<file path="src/rtl/qos_pkg.sv">
// qos_pkg: shared state encoding and default sizing for the QoS selector.
// The state_t value is driven straight onto state_o.
package qos_pkg;

  localparam int DEF_N_CH    = 4;
  localparam int DEF_CNT_W   = 8;
  localparam int DEF_TIMER_W = 20;
  localparam int STATE_W     = 3;
  localparam int STATS_W     = 16;

  typedef enum logic [STATE_W-1:0] {
    IDLE   = 3'd0,
    CONFIG = 3'd1,
    AUTO   = 3'd2,
    SCAN   = 3'd3,
    COMMIT = 3'd4,
    MANUAL = 3'd5
  } state_t;

endpackage

</file>
<file path="src/rtl/qos_best_scan.sv">
// qos_best_scan: running best-channel tracker, one priority entry per step.
// Out-of-range or invalid candidates never update the best.
module qos_best_scan
  import qos_pkg::*;
#(
  parameter int N_CH  = DEF_N_CH,
  parameter int CNT_W = DEF_CNT_W,
  parameter int CH_W  = $clog2(DEF_N_CH)
) (
  input  logic                    clk,
  input  logic                    rst_n,
  input  logic                    clear,
  input  logic                    step,
  input  logic [CH_W-1:0]         cand,
  input  logic [CH_W-1:0]         cur_sel,
  input  logic                    fallback_en,
  input  logic [N_CH-1:0]         snap_valid,
  input  logic [N_CH*CNT_W-1:0]   snap_err,
  output logic                    found,
  output logic [CH_W-1:0]         best_ch,
  output logic [CNT_W-1:0]        best_err
);

  logic             cand_ok;
  logic [CNT_W-1:0] cand_err;
  logic             take;

  always_comb begin
    cand_ok  = 1'b0;
    cand_err = '0;
    for (int i = 0; i < N_CH; i++) begin
      if (cand == CH_W'(i)) begin
        cand_ok  = snap_valid[i];
        cand_err = snap_err[i*CNT_W +: CNT_W];
      end
    end
  end

  // Equal error keeps the current channel only when fallback is off.
  always_comb begin
    take = 1'b0;
    if (step && cand_ok) begin
      take = !found
          || (cand_err < best_err)
          || (!fallback_en
              && (cand == cur_sel)
              && (cand_err == best_err));
    end
  end

  always_ff @(posedge clk or negedge rst_n) begin
    if (!rst_n) begin
      found    <= 1'b0;
      best_ch  <= '0;
      best_err <= '0;
    end else if (clear) begin
      found    <= 1'b0;
      best_ch  <= '0;
      best_err <= '0;
    end else if (take) begin
      found    <= 1'b1;
      best_ch  <= cand;
      best_err <= cand_err;
    end
  end

endmodule

</file>
<file path="src/rtl/qos_channel_selector.sv">
// qos_channel_selector: N-channel TS source selector with timed priority scan.
// Define QOS_SEL_STATS_EN to add the saturating switch_count output.
module qos_channel_selector
  import qos_pkg::*;
#(
  parameter int N_CH    = DEF_N_CH,
  parameter int CNT_W   = DEF_CNT_W,
  parameter int TIMER_W = DEF_TIMER_W,
  localparam int CH_W   = $clog2(N_CH)
) (
  input  logic                  clk,
  input  logic                  rst_n,
  input  logic [N_CH-1:0]       valid,
  input  logic [N_CH*CNT_W-1:0] err_count,
  input  logic                  cfg_valid,
  input  logic                  cfg_manual_en,
  input  logic [CH_W-1:0]       cfg_manual_ch,
  input  logic [N_CH*CH_W-1:0]  cfg_priority,
  input  logic [TIMER_W-1:0]    cfg_period,
  input  logic                  cfg_fallback_en,
  input  logic [CNT_W-1:0]      cfg_hyst,
  output logic [CH_W-1:0]       mux_sel,
  output logic                  mux_en,
  output logic [TIMER_W-1:0]    timer,
  output logic                  no_signal,
  output logic                  switch_pulse,
`ifdef QOS_SEL_STATS_EN
  output logic [STATS_W-1:0]    switch_count,
`endif
  output logic [STATE_W-1:0]    state_o
);

  localparam logic [CH_W-1:0] LAST_K = CH_W'(N_CH - 1);

  state_t                state;

  logic                  sh_manual_en;
  logic [CH_W-1:0]       sh_manual_ch;
  logic [N_CH*CH_W-1:0]  sh_prio;
  logic [TIMER_W-1:0]    sh_period;
  logic                  sh_fb;
  logic [CNT_W-1:0]      sh_hyst;

  logic [N_CH-1:0]       snap_valid;
  logic [N_CH*CNT_W-1:0] snap_err;

  logic [CH_W-1:0]       scan_k;
  logic [CH_W-1:0]       cand;
  logic                  found;
  logic [CH_W-1:0]       best_ch;
  logic [CNT_W-1:0]      best_err;

  logic                  cur_ok;
  logic [CNT_W-1:0]      cur_err;
  logic                  live_ok;
  logic                  timer_hit;
  logic                  scan_clear;
  logic                  scan_step;
  logic                  do_switch;

  assign cand = sh_prio[int'(scan_k)*CH_W +: CH_W];

  assign timer_hit = (sh_period != '0)
                  && (timer == sh_period - TIMER_W'(1));

  assign scan_clear = (state == AUTO) && timer_hit && !cfg_valid;
  assign scan_step  = (state == SCAN) && !cfg_valid;

  qos_best_scan #(
    .N_CH  (N_CH),
    .CNT_W (CNT_W),
    .CH_W  (CH_W)
  ) u_scan (
    .clk         (clk),
    .rst_n       (rst_n),
    .clear       (scan_clear),
    .step        (scan_step),
    .cand        (cand),
    .cur_sel     (mux_sel),
    .fallback_en (sh_fb),
    .snap_valid  (snap_valid),
    .snap_err    (snap_err),
    .found       (found),
    .best_ch     (best_ch),
    .best_err    (best_err)
  );

  // Current channel against the snapshot (commit) and live inputs.
  always_comb begin
    cur_ok  = 1'b0;
    cur_err = '0;
    live_ok = 1'b0;
    for (int i = 0; i < N_CH; i++) begin
      if (mux_sel == CH_W'(i)) begin
        cur_ok  = snap_valid[i];
        cur_err = snap_err[i*CNT_W +: CNT_W];
        live_ok = valid[i];
      end
    end
  end

  // Hysteresis sum is one bit wider so it cannot wrap.
  assign do_switch = found
                  && (best_ch != mux_sel)
                  && (!cur_ok
                      || (({1'b0, best_err} + {1'b0, sh_hyst})
                          <= {1'b0, cur_err}));

  assign no_signal = mux_en & ~live_ok;
  assign state_o   = state;

  always_ff @(posedge clk or negedge rst_n) begin
    if (!rst_n) begin
      state        <= IDLE;
      mux_sel      <= '0;
      mux_en       <= 1'b0;
      timer        <= '0;
      switch_pulse <= 1'b0;
      scan_k       <= '0;
      sh_manual_en <= 1'b0;
      sh_manual_ch <= '0;
      sh_prio      <= '0;
      sh_period    <= '0;
      sh_fb        <= 1'b0;
      sh_hyst      <= '0;
      snap_valid   <= '0;
      snap_err     <= '0;
    end else begin
      switch_pulse <= 1'b0;
      if (cfg_valid) begin
        state        <= CONFIG;
        timer        <= '0;
        sh_manual_en <= cfg_manual_en;
        sh_manual_ch <= cfg_manual_ch;
        sh_prio      <= cfg_priority;
        sh_period    <= cfg_period;
        sh_fb        <= cfg_fallback_en;
        sh_hyst      <= cfg_hyst;
      end else begin
        unique case (state)
          IDLE: begin
            state <= IDLE;
          end
          CONFIG: begin
            mux_en <= 1'b1;
            timer  <= '0;
            if (sh_manual_en) begin
              mux_sel <= sh_manual_ch;
              state   <= MANUAL;
            end else begin
              mux_sel <= sh_prio[CH_W-1:0];
              state   <= AUTO;
            end
          end
          AUTO: begin
            if (sh_period == '0) begin
              timer <= '0;
            end else if (timer_hit) begin
              snap_valid <= valid;
              snap_err   <= err_count;
              scan_k     <= '0;
              state      <= SCAN;
            end else begin
              timer <= timer + TIMER_W'(1);
            end
          end
          SCAN: begin
            if (scan_k == LAST_K) begin
              state <= COMMIT;
            end else begin
              scan_k <= scan_k + CH_W'(1);
            end
          end
          COMMIT: begin
            if (do_switch) begin
              mux_sel      <= best_ch;
              switch_pulse <= 1'b1;
            end
            timer <= '0;
            state <= AUTO;
          end
          MANUAL: begin
            state <= MANUAL;
          end
          default: begin
            state <= IDLE;
          end
        endcase
      end
    end
  end

`ifdef QOS_SEL_STATS_EN
  logic [STATS_W-1:0] sw_cnt;

  always_ff @(posedge clk or negedge rst_n) begin
    if (!rst_n) begin
      sw_cnt <= '0;
    end else if (!cfg_valid && state == CONFIG) begin
      sw_cnt <= '0;
    end else if (!cfg_valid && state == COMMIT
                 && do_switch && sw_cnt != '1) begin
      sw_cnt <= sw_cnt + STATS_W'(1);
    end
  end

  assign switch_count = sw_cnt;
`endif

endmodule

</file>
<file path="config.mk">
export PLATFORM = sky130hd
export DESIGN_NAME = qos_channel_selector
export DESIGN_NICKNAME = d
export VERILOG_FILES = /design/src/rtl/qos_pkg.sv /design/src/rtl/qos_best_scan.sv /design/src/rtl/qos_channel_selector.sv
export SDC_FILE = /design/constraint.sdc
export NUM_CORES = 1
export LEC_CHECK = 0
export BUFFER_PORTS_ARGS = -buffer_cell sky130_fd_sc_hd__buf_2
export CORE_MARGIN = 4
export CORE_UTILIZATION = 61
export DETAILED_ROUTE_END_ITERATION = 16
export GPL_TIMING_DRIVEN = 0
export PLACE_DENSITY = 0.88
export SKIP_LAST_GASP = 1
export SYNTH_ARGS = -nofsm -noshare
export SYNTH_HDL_FRONTEND = slang
export SYNTH_SLANG_ARGS = --single-unit
</file>
<file path="constraint.sdc">
create_clock -name clk -period 9.3 [get_ports clk]
set_input_delay 0 -clock clk [delete_from_list [all_inputs] [get_ports clk]]
set_output_delay 0 -clock clk [all_outputs]
set_load 0.01 [all_outputs]
</file>
**Word level (Yosys, flattened, before mapping)**

Index checks and enable logic that the tools add are counted.

- Logic and storage cells: 130
- Flip-flop bits (word level): 116
- Output and inout port bits: 28
- Input bits: 79

- Eq/ne operators: 24
- Reduce and logical (&&, ||, !) cells: 31
- $lt $le $gt $ge: 2
- Multiplexer cells: 47
- $add $sub $neg: 4
- Shift-type cells: 1
- Bitwise operators: 4

Operators with widths:

| kind | number |
|---|---|
| 8-bit 2-to-1 mux | 10 |
| 20-bit 2-to-1 mux | 3 |
| 20-bit one-hot mux with 2 select lines | 1 |
| 20-bit by 1-bit adder with 20-bit output, second input constant | 1 |
| 20-bit equality test | 1 |
| 20-bit zero test | 1 |
| 20-bit nonzero test | 1 |
| 20-bit by 1-bit subtractor with 20-bit output, second input constant | 1 |
| 1-bit 2-to-1 mux | 18 |
| 3-bit 2-to-1 mux | 5 |
| 3-bit one-hot mux with 5 select lines | 1 |
| 2-bit 2-to-1 mux | 7 |
| 2-bit equality test, second input constant | 5 |
| 8-bit by 8-bit adder with 9-bit output | 1 |
| 9-bit by 8-bit less-or-equal comparator with 1-bit output | 1 |
| 1-bit logical AND | 9 |
| 8-bit equality test | 1 |
| 8-bit < comparator | 1 |
| 2-bit != test, second input constant | 4 |
| 2-bit one-hot mux with 2 select lines | 2 |
| 8-bit by 4-bit indexed part select with 2-bit output | 1 |
| 3-bit by 2-bit equality test with 1-bit output, second input constant | 2 |
| 3-bit equality test, second input constant | 2 |
| 3-bit != test, second input constant | 2 |
| other kinds (19) | 32 |

**Logic depth before layout (Yosys ltp)**

- Depth after elaboration: 12
- Gate-level depth with buffers: 17
- Gate-level depth less buffers: 17

**Cells and area by module**

Synthesis repeated with hierarchy kept, for this count alone.

- Cell total of the unflattened synthesis: 649
- Area, all modules: 7141.8 um^2

Modules (own cells, without submodules):

| module | area each (um^2) | seq. area each (um^2) | cells an instance | times used |
|---|---|---|---|---|
| qos_channel_selector | 6209.7 | 2627.5 | 556 | 1 |
| qos_best_scan | 932.1 | 275.3 | 93 | 1 |

**Least setup slack after synthesis**

No wires, ideal clock.

- Kind: reg2reg
- Start: reg scan_k[0]
- End: reg u_scan.best_err[0]
- Buffers on the path: 2
- Stages on the path, launching flop included: 14
- Data required time: 9.236 ns
- Setup time: 0.064 ns
- Arrival time: 3.472 ns
- Clock period less this slack: 3.536 ns
- Setup slack: 5.764 ns
- Path through: dfrtp_1 mux4_2 buf_1 mux4_2 ha_1 nor2b_1 o21ai_0 nand2b_1 a211oi_1 o21ai_0 a21oi_1 clkbuf_1 nor2b_1 a21o_1

- Longest elaborated chain between the ends: 11
- Elaborated cells on any way between the ends: 25
- Those cells by class: order compare: 1; eq/ne: 5; shift: 1; mux: 11; reduce/logical: 7

Ends and longest elaborated chain:

| what | line | RTL |
|---|---|---|
| from (decl) | qos_channel_selector.sv:47 | `logic [CH_W-1:0] scan_k;` |
| from (signal assigned) | qos_channel_selector.sv:171 | `scan_k <= scan_k + CH_W'(1);` |
| 8-bit by 4-bit indexed part select with 2-bit output * | qos_channel_selector.sv:61 | `assign cand = sh_prio[int'(scan_k)*CH_W +: CH_W];` |
| 2-bit zero test | qos_best_scan.sv:32 | `if (cand == CH_W'(i)) begin` |
| 8-bit 2-to-1 mux (4 in a row) | qos_best_scan.sv:32 |  |
| 8-bit < comparator / 8-bit equality test (equally long branches) | qos_best_scan.sv:44, qos_best_scan.sv:47 |  |
| 1-bit logical OR / 1-bit logical AND (equally long branches) | qos_best_scan.sv:44, qos_best_scan.sv:47 |  |
| 1-bit logical OR | qos_best_scan.sv:45 | `\|\| (!fallback_en` |
| 1-bit 2-to-1 mux | qos_best_scan.sv:42 | `if (step && cand_ok) begin` |
| 2-bit nonzero test (no line) | - |  |
| to (signal assigned) | qos_best_scan.sv:63 | `best_err <= cand_err;` |
| to (decl) | qos_best_scan.sv:21 | `output logic [CNT_W-1:0] best_err` |

Every way passes the cells marked *; elsewhere a longest branch is shown, timed or not. The select of a mux whose other input is x is not followed.
A chain may end at the register's enable or synchronous reset.

**Final worst setup path**

Ends and elaborated chain as after synthesis.

==> flow_summary.ini <==
[status]
status = complete, no violations

[clocking]
cts-root-buf = clkbuf_16
clockBufferDepth = 2
cts_tree = built
numCtsBuffers = 17
clock_sinks = 116
cts_max_level = 4
clk_pin_slew_ns = 0.07
clock_latency_ns = 0.43
post_cts.repair.setup_buffers = 0

[final_layout]
antenna_cells = 0
final_util = 0.8222
drive_gt1_frac = 0.2989
design_area_um2 = 9030
fill_cells = 581
area_delta_synth_final_pct = 30.04
fin_nets = 929

[route]
initialDrtViolationCount = 714
wl_per_cell_um = 22.76
dr.pass1.iters = 6
vias_per_cell = 6.471
postRouteAntennaNets = 0
drc_errors = 0
wl_um = 22140
dr_total_vias = 6296

[synthesis]
synth_cells = 617
syn-cell-area_um2 = 6944
ys_ff_latch = 116
synthFlopType = dfrtp_1
async_reset_ff_frac = 1.000
synthDominantCellAreaShare = 0.4180
ys_seq_area_frac = 0.4180
syn_area_per_cell_um2 = 11.25
ys_types = 64
synth_top_cell_by_area = dfrtp_1
yosysWarnings = 0
ys_top_cells_by_area = dfrtp_1 42%, mux2_2 11%, mux4_2 6.5%
synth_most_common_cell = dfrtp_1
ys_top_cells_by_count = 116 x dfrtp_1, 68 x mux2_2, 31 x o21ai_0
synth-edff-count = 0
syn_nets = 725

[pwr]
clkPwrFrac = 0.393
powerDensity_nw_per_um2 = 182.2
netSwitchingFraction = 0.3151
power_frac_seq = 0.357
switchingPower_uw = 518.4
power_leakage_uw = 0.004021
p_total_uw = 1645
vdd_drop_max_uv = 159.2
power_frac_comb = 0.250
internal_power_uw = 1127

[global_routing]
grt_pass1_vias = 6621
antenna_found_initial = 0
grt_overflow = 0
grt_usage = 0.3554
grt_pass1_wl_um = 35470
grt_max_degree = 77

[floorplanning]
die_area_um2 = 13150
die_y_um = 114.7
coreArea_um2 = 10980
die_width_um = 114.7
rows = 38
start_util = 0.6323
io_pins = 107

[timing]
rsz0062_at_grt = false
fin_crit_ns = 4.348
worst_pin_slew_ns = 0.8661
skew_ns = 0.01558
max_freq_ghz = 0.2300
slew_headroom = 0.4178
slew_viol_final = 0
finalCritPeriodShare = 0.4675
setup_tns_ns = 0
hold_slack_ns = 0.1144
finalSetupViolations = 0
hold_viol_final = 0

[critical_path]
cp.arrival_ns = 4.72
path_class = flip-flop to flip-flop
cp-start-kind = flip-flop
required_ns = 9.67
crit_fanout = 10
critPathCaptureType = flip-flop

[place]
dpl.hpwl_um = 12790
gp_congestion = 0.8928
io_buffers = 106
place_area_um2 = 7680

[flow_run]
drv_cap = 0

[min_path]
hp-class = input pin to asynchronous set/reset pin
## cell usage in the layout, fill, tap and decap left out, types with 6 or more instances in the layout
master         Yosys  final
a211oi_1           6      6
a21o_1             6      6
a21oi_1           17     17
a22o_1            10     10
a31oi_1            8      8
and3_1             8      8
buf_1              6      6
buf_2              4    109
clkbuf_1          17     20
clkbuf_16          0     17
dfrtp_1          116    116
dlygate4sd3_1      0     78
ha_1              28     28
inv_1             30     30
mux2_1             9      9
mux2_2            68     68
mux4_2            20     20
nand2_1           25     25
nand2b_1          12     12
nand3_1           12     12
nand4_1            6      6
nor2_1            26     26
nor2b_1           10     10
nor3_1            10     10
o211ai_1          18     18
o21ai_0           31     31
o31ai_1           11     11
or3_1              7      7
xnor2_1           25     25
xor2_1            12     12
## per-stage QoR
step	setup WS, ns	cells
floorplan	5.764	617
global placement	5.353	863
detailed placement	5.227	864
CTS	5.071	973
global route	4.770	973
finish	4.952	973
## registers in the layout, summed over array words and instances (netlist names)
| name | count |
|---|---|
| sh_prio | 8 |
| switch_pulse | 1 |
| sh_manual_en | 1 |
| sh_period | 20 |
| timer | 20 |
| u_scan.best_err | 8 |
| mux_en | 1 |
| u_scan.best_ch | 2 |
| snap_valid | 4 |
| snap_err | 32 |
| mux_sel | 2 |
| sh_hyst | 8 |
| scan_k | 2 |
| state_o | 3 |
| u_scan.found | 1 |
| sh_manual_ch | 2 |
| sh_fb | 1 |
## power by group through the flow
stage	Clock [µW]	Combinational, µW	Sequential, µW
3_5_place_dp	0	365	591
3_3_place_gp	0	349	587
2_1_floorplan	0	256	583
6_report	646	411	588
5_1_grt	673	442	591
4_1_cts	639	394	584
## worst max-delay path, stage by stage (launching register included)
cell and delay [ns]:
dfrtp_1 0.46, mux4_2 0.43, buf_1 0.65, mux4_2 0.63, ha_1 0.30, nor2b_1 0.13
o21ai_0 0.16, nand2b_1 0.10, a211oi_1 0.25, o21ai_0 0.17, a21oi_1 0.28, clkbuf_1 0.42
nor2b_1 0.20, a21o_1 0.10
## layout make-up
cell class                 instances  area, µm²  area share
timing repair buffer             185       1341      0.1485
sequential                       116       2903      0.3215
tap                              140      175.2     0.01940
buffer                            33      166.4     0.01843
multi-input combinational        438       3762      0.4167
clock inverter                     9      105.1     0.01164
inverter                          30      112.6     0.01247
clock buffer                      22      464.2     0.05141
## cells by family (layout without fill, tap and decap cells)
logic type / count (synthesis) / after routing / synth area share
flops: 116 / 116 / 0.4180
xor+xnor: 37 / 37 / 0.04667
compound gates: 132 / 132 / 0.1337
mux: 100 / 100 / 0.1941
buf+inv: 63 / 279 / 0.04018
fa+ha+maj: 29 / 29 / 0.05333
simple gates: 140 / 140 / 0.1141
## layer usage
layer,GRT usage,part of all wire
met1,0.3890,0.34
met2,0.6096,0.51
met3,0.08879,0.083
met4,0.2332,0.067
met5,0,0
## timing repair
item,in CTS,in global routing
hold endpoints to repair,118,0
hold buffers,78,0
gates resized for setup,0,0
## final timing paths
| kind | startpoint | endpoint | slack [ns] | depth (start not counted) |
|---|---|---|---|---|
| worst max-delay path | scan_k[0] | u_scan.best_err[0] | 4.95 | 13 |
| worst min register to register | sh_prio[7] | sh_prio[7] | 0.51 | 1 |
| min in group clk | err_count[24] | snap_err[24] | 0.32 | 3 |
| worst max register to register | scan_k[0] | u_scan.best_err[0] | 4.95 | 13 |
| max in group asynchronous | rst_n | u_scan.best_err[1] | 8.41 | 3 |
| worst min-delay path | rst_n | timer[15] | 0.11 | 2 |
(Power assumes the default switching activity.)
